==> src/rtl/seg7_reader.sv <==
// Settling decoder for an active-low 7-segment bus: waits for a pattern to hold
// still, decodes it to a hex digit (or blank/error) and hands it out over valid/ready.
module seg7_reader #(
   parameter int STABLE_CYCLES = 4
) (
   input  logic       CLOCK_50,
   input  logic       RST_N,
   input  logic [0:6] SEG,
   input  logic       READY,
   output logic       VALID,
   output logic [3:0] DIGIT,
   output logic       BLANK,
   output logic       ERR,
   output logic       OVERRUN,
   output logic [7:0] ERR_CNT,
   output logic       dbg_state
);

   localparam logic [7:0] CNT_MAX  = 8'(STABLE_CYCLES);
   localparam logic [7:0] CNT_LAST = 8'(STABLE_CYCLES - 1);
   localparam logic [0:6] SEG_OFF  = 7'b1111111;

   typedef enum logic {EMPTY = 1'b0, FULL = 1'b1} state_t;

   state_t     state_q, state_d;
   logic [0:6] s_q, acc_q;
   logic [7:0] cnt;
   logic       accept, load, drop;
   logic [3:0] dec_digit;
   logic       dec_blank, dec_err;

   // An accept fires on the single edge where the stability count reaches its limit.
   assign accept = (SEG == s_q) && (cnt == CNT_LAST) && (s_q != acc_q);

   always_comb begin
      dec_digit = 4'h0;
      dec_blank = 1'b0;
      dec_err   = 1'b0;
      case (s_q)
         7'b0000001: dec_digit = 4'h0;
         7'b1001111: dec_digit = 4'h1;
         7'b0010010: dec_digit = 4'h2;
         7'b0000110: dec_digit = 4'h3;
         7'b1001100: dec_digit = 4'h4;
         7'b0100100: dec_digit = 4'h5;
         7'b0100000: dec_digit = 4'h6;
         7'b0001111: dec_digit = 4'h7;
         7'b0000000: dec_digit = 4'h8;
         7'b0000100: dec_digit = 4'h9;
         7'b0001000: dec_digit = 4'hA;
         7'b1100000: dec_digit = 4'hB;
         7'b0110001: dec_digit = 4'hC;
         7'b1000010: dec_digit = 4'hD;
         7'b0110000: dec_digit = 4'hE;
         7'b0111000: dec_digit = 4'hF;
         7'b1111111: dec_blank = 1'b1;
         default:    dec_err   = 1'b1;
      endcase
   end

   // Handshake: VALID holds DIGIT/BLANK/ERR steady until the edge where VALID && READY;
   // READY is ignored while VALID is low. An accept that finds the slot still
   // occupied and not being taken is dropped and flagged on OVERRUN.
   always_comb begin
      state_d = state_q;
      load    = 1'b0;
      drop    = 1'b0;
      case (state_q)
         EMPTY: begin
            if (accept) begin
               load    = 1'b1;
               state_d = FULL;
            end
         end
         FULL: begin
            if (accept) begin
               if (READY) load = 1'b1;
               else       drop = 1'b1;
            end else if (READY) begin
               state_d = EMPTY;
            end
         end
         default: state_d = EMPTY;
      endcase
   end

   always_ff @(posedge CLOCK_50) begin
      if (!RST_N) begin
         state_q <= EMPTY;
         s_q     <= SEG_OFF;
         acc_q   <= SEG_OFF;
         cnt     <= 8'd0;
         DIGIT   <= 4'h0;
         BLANK   <= 1'b0;
         ERR     <= 1'b0;
         OVERRUN <= 1'b0;
         ERR_CNT <= 8'd0;
      end else begin
         state_q <= state_d;
         if (SEG != s_q) begin
            s_q <= SEG;
            cnt <= 8'd0;
         end else if (cnt < CNT_MAX) begin
            cnt <= cnt + 8'd1;
         end
         if (accept) begin
            acc_q <= s_q;
            if (dec_err && (ERR_CNT != 8'hFF)) ERR_CNT <= ERR_CNT + 8'd1;
         end
         if (load) begin
            DIGIT <= dec_digit;
            BLANK <= dec_blank;
            ERR   <= dec_err;
         end
         if (drop) OVERRUN <= 1'b1;
      end
   end

   assign VALID     = (state_q == FULL);
   assign dbg_state = state_q;

endmodule

==> config.mk <==
export PLATFORM = sky130hd
export DESIGN_NAME = seg7_reader
export DESIGN_NICKNAME = d
export VERILOG_FILES = /design/src/rtl/seg7_reader.sv
export SDC_FILE = /design/constraint.sdc
export NUM_CORES = 1
export LEC_CHECK = 0
export BUFFER_PORTS_ARGS = -buffer_cell sky130_fd_sc_hd__buf_2
export CAP_MARGIN = 20
export CORE_UTILIZATION = 50
export CTS_BUF_LIST = sky130_fd_sc_hd__clkbuf_8
export CTS_CLUSTER_DIAMETER = 60
export DETAILED_ROUTE_END_ITERATION = 16
export GPL_ROUTABILITY_DRIVEN = 0
export PLACE_DENSITY = 0.71
export SLEW_MARGIN = 5
export SYNTH_ARGS = -nofsm -noshare
export SYNTH_HDL_FRONTEND = slang
export SYNTH_SLANG_ARGS = --single-unit
==> constraint.sdc <==
create_clock -name CLOCK_50 -period 4.1 [get_ports CLOCK_50]
set_input_delay 0.205 -clock CLOCK_50 [delete_from_list [all_inputs] [get_ports CLOCK_50]]
set_output_delay 0.205 -clock CLOCK_50 [all_outputs]
set_load 0.05 [all_outputs]
[Yosys cells after proc, flatten, opt, wreduce, memory -nomap -nowiden]
Cells that the tools add are included.
Operators by class
  eq/ne operators: 21
  reductions and logical operators: 7
  magnitude comparators: 1
  multiplexer cells: 12
  add/subtract/negate cells: 2
  bitwise operators: 2
Operators by type and width (number)
  one-hot mux 4 bit (15 select lines): 1
  equality test 7 x 6 -> 1 bit, second input constant: 5
  equality test 7 bit, second input constant: 5
  OR reduction 17 bit: 1
  adder 8 x 1 -> 8 bit, second input constant: 2
  equality test 7 x 3 -> 1 bit, second input constant: 2
  equality test 7 x 4 -> 1 bit, second input constant: 2
  inequality test 7 bit: 2
  2-to-1 mux 1 bit: 9
  equality test 8 x 2 -> 1 bit, second input constant: 1
  < comparator 8 x 3 -> 1 bit, second input constant: 1
  inequality test 8 bit, second input constant: 1
  equality test 7 x 1 -> 1 bit, second input constant: 1
  equality test 7 x 5 -> 1 bit, second input constant: 1
  equality test 7 bit: 1
  zero test 7 bit: 1
  one-hot mux 1 bit (2 select lines): 2
  logical AND 1 bit: 3
  inverter 1 bit: 2
  AND reduction 2 bit: 1
  OR reduction 2 bit: 1
Word-level totals
  bits of input ports: 10
  register bits: 38
  output and inout port bits: 17

[Longest topological paths before layout]
  depth after elaboration: 5
  gate-level depth with buffers: 9
  depth with buffers taken out: 7

[Worst setup path before layout]
No wires, ideal clock.
  path kind: register -> register
  start: reg s_q[2] in the netlist's numbering
  end: reg ERR_CNT[3]
  library setup time: 0.070 ns
  path buffers: 2
  slack: 1.730 ns
  arrival time: 2.300 ns
  data required time: 4.030 ns
  cell stages (with the launch flop): 9
  cell sequence: dfxtp_1 buf_6 xor2_1 nor4_4 nand4_2 or4_1 buf_2 or4_1 a21oi_1
Between the ends
  longest elaborated chain between the ends: 5
RTL lines
  start: declaration: line 26  | logic [0:6] s_q, acc_q;
  start signal: assignment: line 90  | s_q <= SEG_OFF;
  start signal: assignment: line 101  | s_q <= SEG;
  equality test 7 bit, or another cell as far along: line 39  | case (s_q)
  OR reduction 17 bit (no source line)
  2-to-1 mux 1 bit: line 39
  logical AND 1 bit: line 108  | if (dec_err && (ERR_CNT != 8'hFF)) ERR_CNT <= ERR_CNT + 8'd1;
  AND reduction 2 bit (no source line) (*)
  end signal: assignment: line 108
  end: declaration: line 15  | output logic [7:0] ERR_CNT,
Mark *: on every way between the ends. The rest lies on a longest branch, timed or not.
A chain may end at the register's enable or synchronous reset.

[Worst setup path after layout]
Same ends and word-level chain as after synthesis.

==> metrics.md <==
| Metric | Value |
|---|---|
| Status | `finished, final reports clean` |
| CTS Root Cell | `clkbuf_8` |
| Pwr Density | `310 nW/um^2` |
| Post-CTS sizing | `0` |
| Initial drt markers | `169` |
| Post-DR wirelength/cell | `14.1 microns` |
| Area contributors post-synth | `dfxtp_1 (36%), xnor2_1 (5.0%), nand2b_1 (4.5%), nand3_1 (4.3%), a21oi_1 (3.3%)` |
| Max FO, Critical Path | `18` |
| Filler cell count | `390` |
| Post-DP Area | `2200 sq um` |
| Crit path time final | `3140 ps` |
| Chip Width | `66.8 microns` |
| Pint | `532 uW` |
| Post-synth EDFFs | `0` |
| Gr ovfl total | `0` |
| Fin Setup TNS | `0 ps` |
| Tot Pwr | `712 uW` |
| Combinational share of power | `7.8%` |
| CTS Hold Bufs | `0` |
| DP Worst Slack | `1020 ps` |
| Crit path buffers/inverters | `0` |
| HPWL Detailed | `3140 microns` |
| Critical Setup Path Class | `reg -> reg` |
| Syn. warnings | `0` |
| Setup violations, final | `0` |
| Reg2Reg Depth | `6` |
| Leading register cell type out of synthesis | `dfxtp_1` |
| Die span in y | `66.8 microns` |
| DRC Markers | `0` |
| Row Count | `23` |
| DR vias/cell | `5.89` |
| Final wirelength | `4550 microns` |
| Proportion of power drawn by the clock network | `37.3%` |
| Pin count of the biggest net entering global routing | `24` |
| Layout Nets | `283` |
| Post-synth design cell area | `2100 sq um` |
| Synth top area share | `36.2%` |
| Dominant cell type by area after synthesis | `dfxtp_1` |
| Count of cell types in the netlist | `50` |
| Core Box Area | `4030 sq um` |
| Sw frac | `25.2%` |
| CTS buffer count | `5` |
| Antenna cells | `0` |
| Period utilization | `76.6%` |
| # Max-Cap Violations | `0` |
| Hold crit path type | `in -> reg` |
| CTS tree | `done` |
| Startpoint types | `flop` |
| RSZ-0062 raised after global routing | `no` |
| Pleak | `0.862 nW` |
| Finished Core Util | `57.0%` |
| Syn Area/Cell | `8.14 sq um` |
| Share of cells above drive strength 1 | `15.4%` |
| Gr usage total | `22.6%` |
| Finished Layout Cells | `322` |
| Worst path slowest cell | `or4_1` |
| Worst path arrival time | `3350 ps` |
| Worst-Margin Slew | `861 ps` |
| CTS sink count | `38` |
| Seq pwr share | `54.9%` |
| Crit path required time | `4310 ps` |
| Dpl cells | `314` |
| Vias in the first global route | `1626` |
| Worst path top cell family by delay | `simple AND/OR/NAND/NOR gates` |
| Synthesized net count | `270` |
| Clk_lat worst skew | `290 ps` |
| Port bufs | `26` |
| Synth Instances | `258` |
| Buffer depth of the longest clock path | `2` |
| Boundary pin count | `27` |
| Slowest stage delay, CP | `770 ps` |
| Most used cell, CP | `or4_1` |
| Initial antenna violation count | `0` |
| Final Hold Viols | `0` |
| First-pass GRT wire length | `7580 microns` |
| Worst-path clk slew | `70 ps` |
| Worst slew margin | `42.0%` |
| Via count | `1898` |
| Die area | `4460 sq um` |
| Sequential area share after synthesis | `36.2%` |
| Fmax | `318 MHz` |
| Final Instance Area | `2300 sq um` |
| Final worst slack | `958 ps` |
| TritonRoute pass-1 iters | `5` |
| Synth Register Bits | `38` |
| Worst Setup End Kind | `flop` |
| P_sw | `179 uW` |
| CP Cell Sequence | `xor2_1 -> nor4_4 -> nand4_2 -> or4_1 -> or4_1 -> a21oi_1` |
| Cell count along the critical path | `6` |
| Initial Utilization | `52.1%` |
| Clock skew | `4.89 ps` |
| Ys async rst share | `0%` |
| Hold path depth | `2` |
| Final slew viol count | `0` |
| Post-CTS setup buffer count | `0` |
| Worst VDD drop | `172 uV` |
| Antenna Nets Post-Route | `0` |
| H-Tree Depth | `2` |
| Hold Worst Slack | `121 ps` |
| Area grow syn2layout | `9.48%` |
cells in the mapped netlist, types with 2 or more instances:
cell type  count
or2_2          2
a21oi_1       14
a2bb2oi_1      2
nor2_1        18
nand4_1        2
buf_2          5
o21ai_0       12
nor3_1        14
o41ai_1        3
nand2_1       18
nand4b_1       3
o21a_1         2
a211oi_1       4
dfxtp_1       38
ha_1           2
nor2b_1        3
xor2_1         6
clkbuf_1      13
inv_1          5
mux2i_1        3
nand3_1       18
buf_4          2
and3_1         7
nand2b_1      15
or4_1          4
nor4_1         2
xnor2_1       12
o31ai_1        4
a31oi_1        3
o22ai_1        2
cell type report:
type	instances	area [sq um]	share of cell area, %
multi-input combinational	192	1210	52.7
sequential	38	761	33.1
timing repair buffer	28	145	6.31
clock buffer	6	82.6	3.59
tap	50	62.6	2.72
inverter	6	22.5	0.980
clock inverter	2	12.5	0.544
flip-flops by register name, indices dropped and copies added (netlist names):
name	flops
DIGIT	4
acc_q	7
OVERRUN	1
VALID	1
BLANK	1
s_q	7
ERR	1
ERR_CNT	8
cnt	8
power by group through the flow:
stage	registers [mW]	clock network, mW	logic, mW
after floorplan	0.382	0	0.0593
after global placement	0.398	0	0.0551
after detailed placement	0.399	0	0.0551
after CTS	0.390	0.274	0.0554
after global routing	0.392	0.290	0.0621
final	0.391	0.266	0.0555
layer usage:
layer	vias to the layer above	wire, microns	track usage, %
met5	-	0	0
met4	0	116	10.6
met3	12	272	5.14
met2	61	2050	33.1
met1	871	2110	30.8
li1	954	-	-
cell usage in the layout, fill, tap and decap left out, types with 3 or more instances in the layout:
cell / instances
o31ai_1: 4
mux2i_1: 3
o21ai_0: 12
a21oi_1: 14
o41ai_1: 3
xnor2_1: 12
inv_1: 5
a31oi_1: 3
a211oi_1: 4
nand2b_1: 15
clkbuf_8: 6
nand3_1: 18
buf_2: 26
and3_1: 7
nand4b_1: 3
dfxtp_1: 38
nand2_1: 18
nor3_1: 14
or4_1: 4
nor2_1: 18
nor2b_1: 3
xor2_1: 6
kinds of logic after synthesis:
group	after synthesis	share of synthesized area (%)
AOI/OAI and AO/OA	55	17.1
xor gates and xnor gates	18	7.51
adders and majority gates	2	1.19
buffers and inverters	28	6.02
DFF	38	36.2
muxes	4	1.97
and+or+nand+nor	113	30.0
final timing paths:
path                              from          to  slack [ps]
worst max-delay path            s_q[2]  ERR_CNT[3]         960
worst min-delay path            SEG[3]      s_q[3]         120
worst max register to register  s_q[2]  ERR_CNT[3]         960
worst min register to register     ERR         ERR         470
Power figures use the tool's default switching activity.
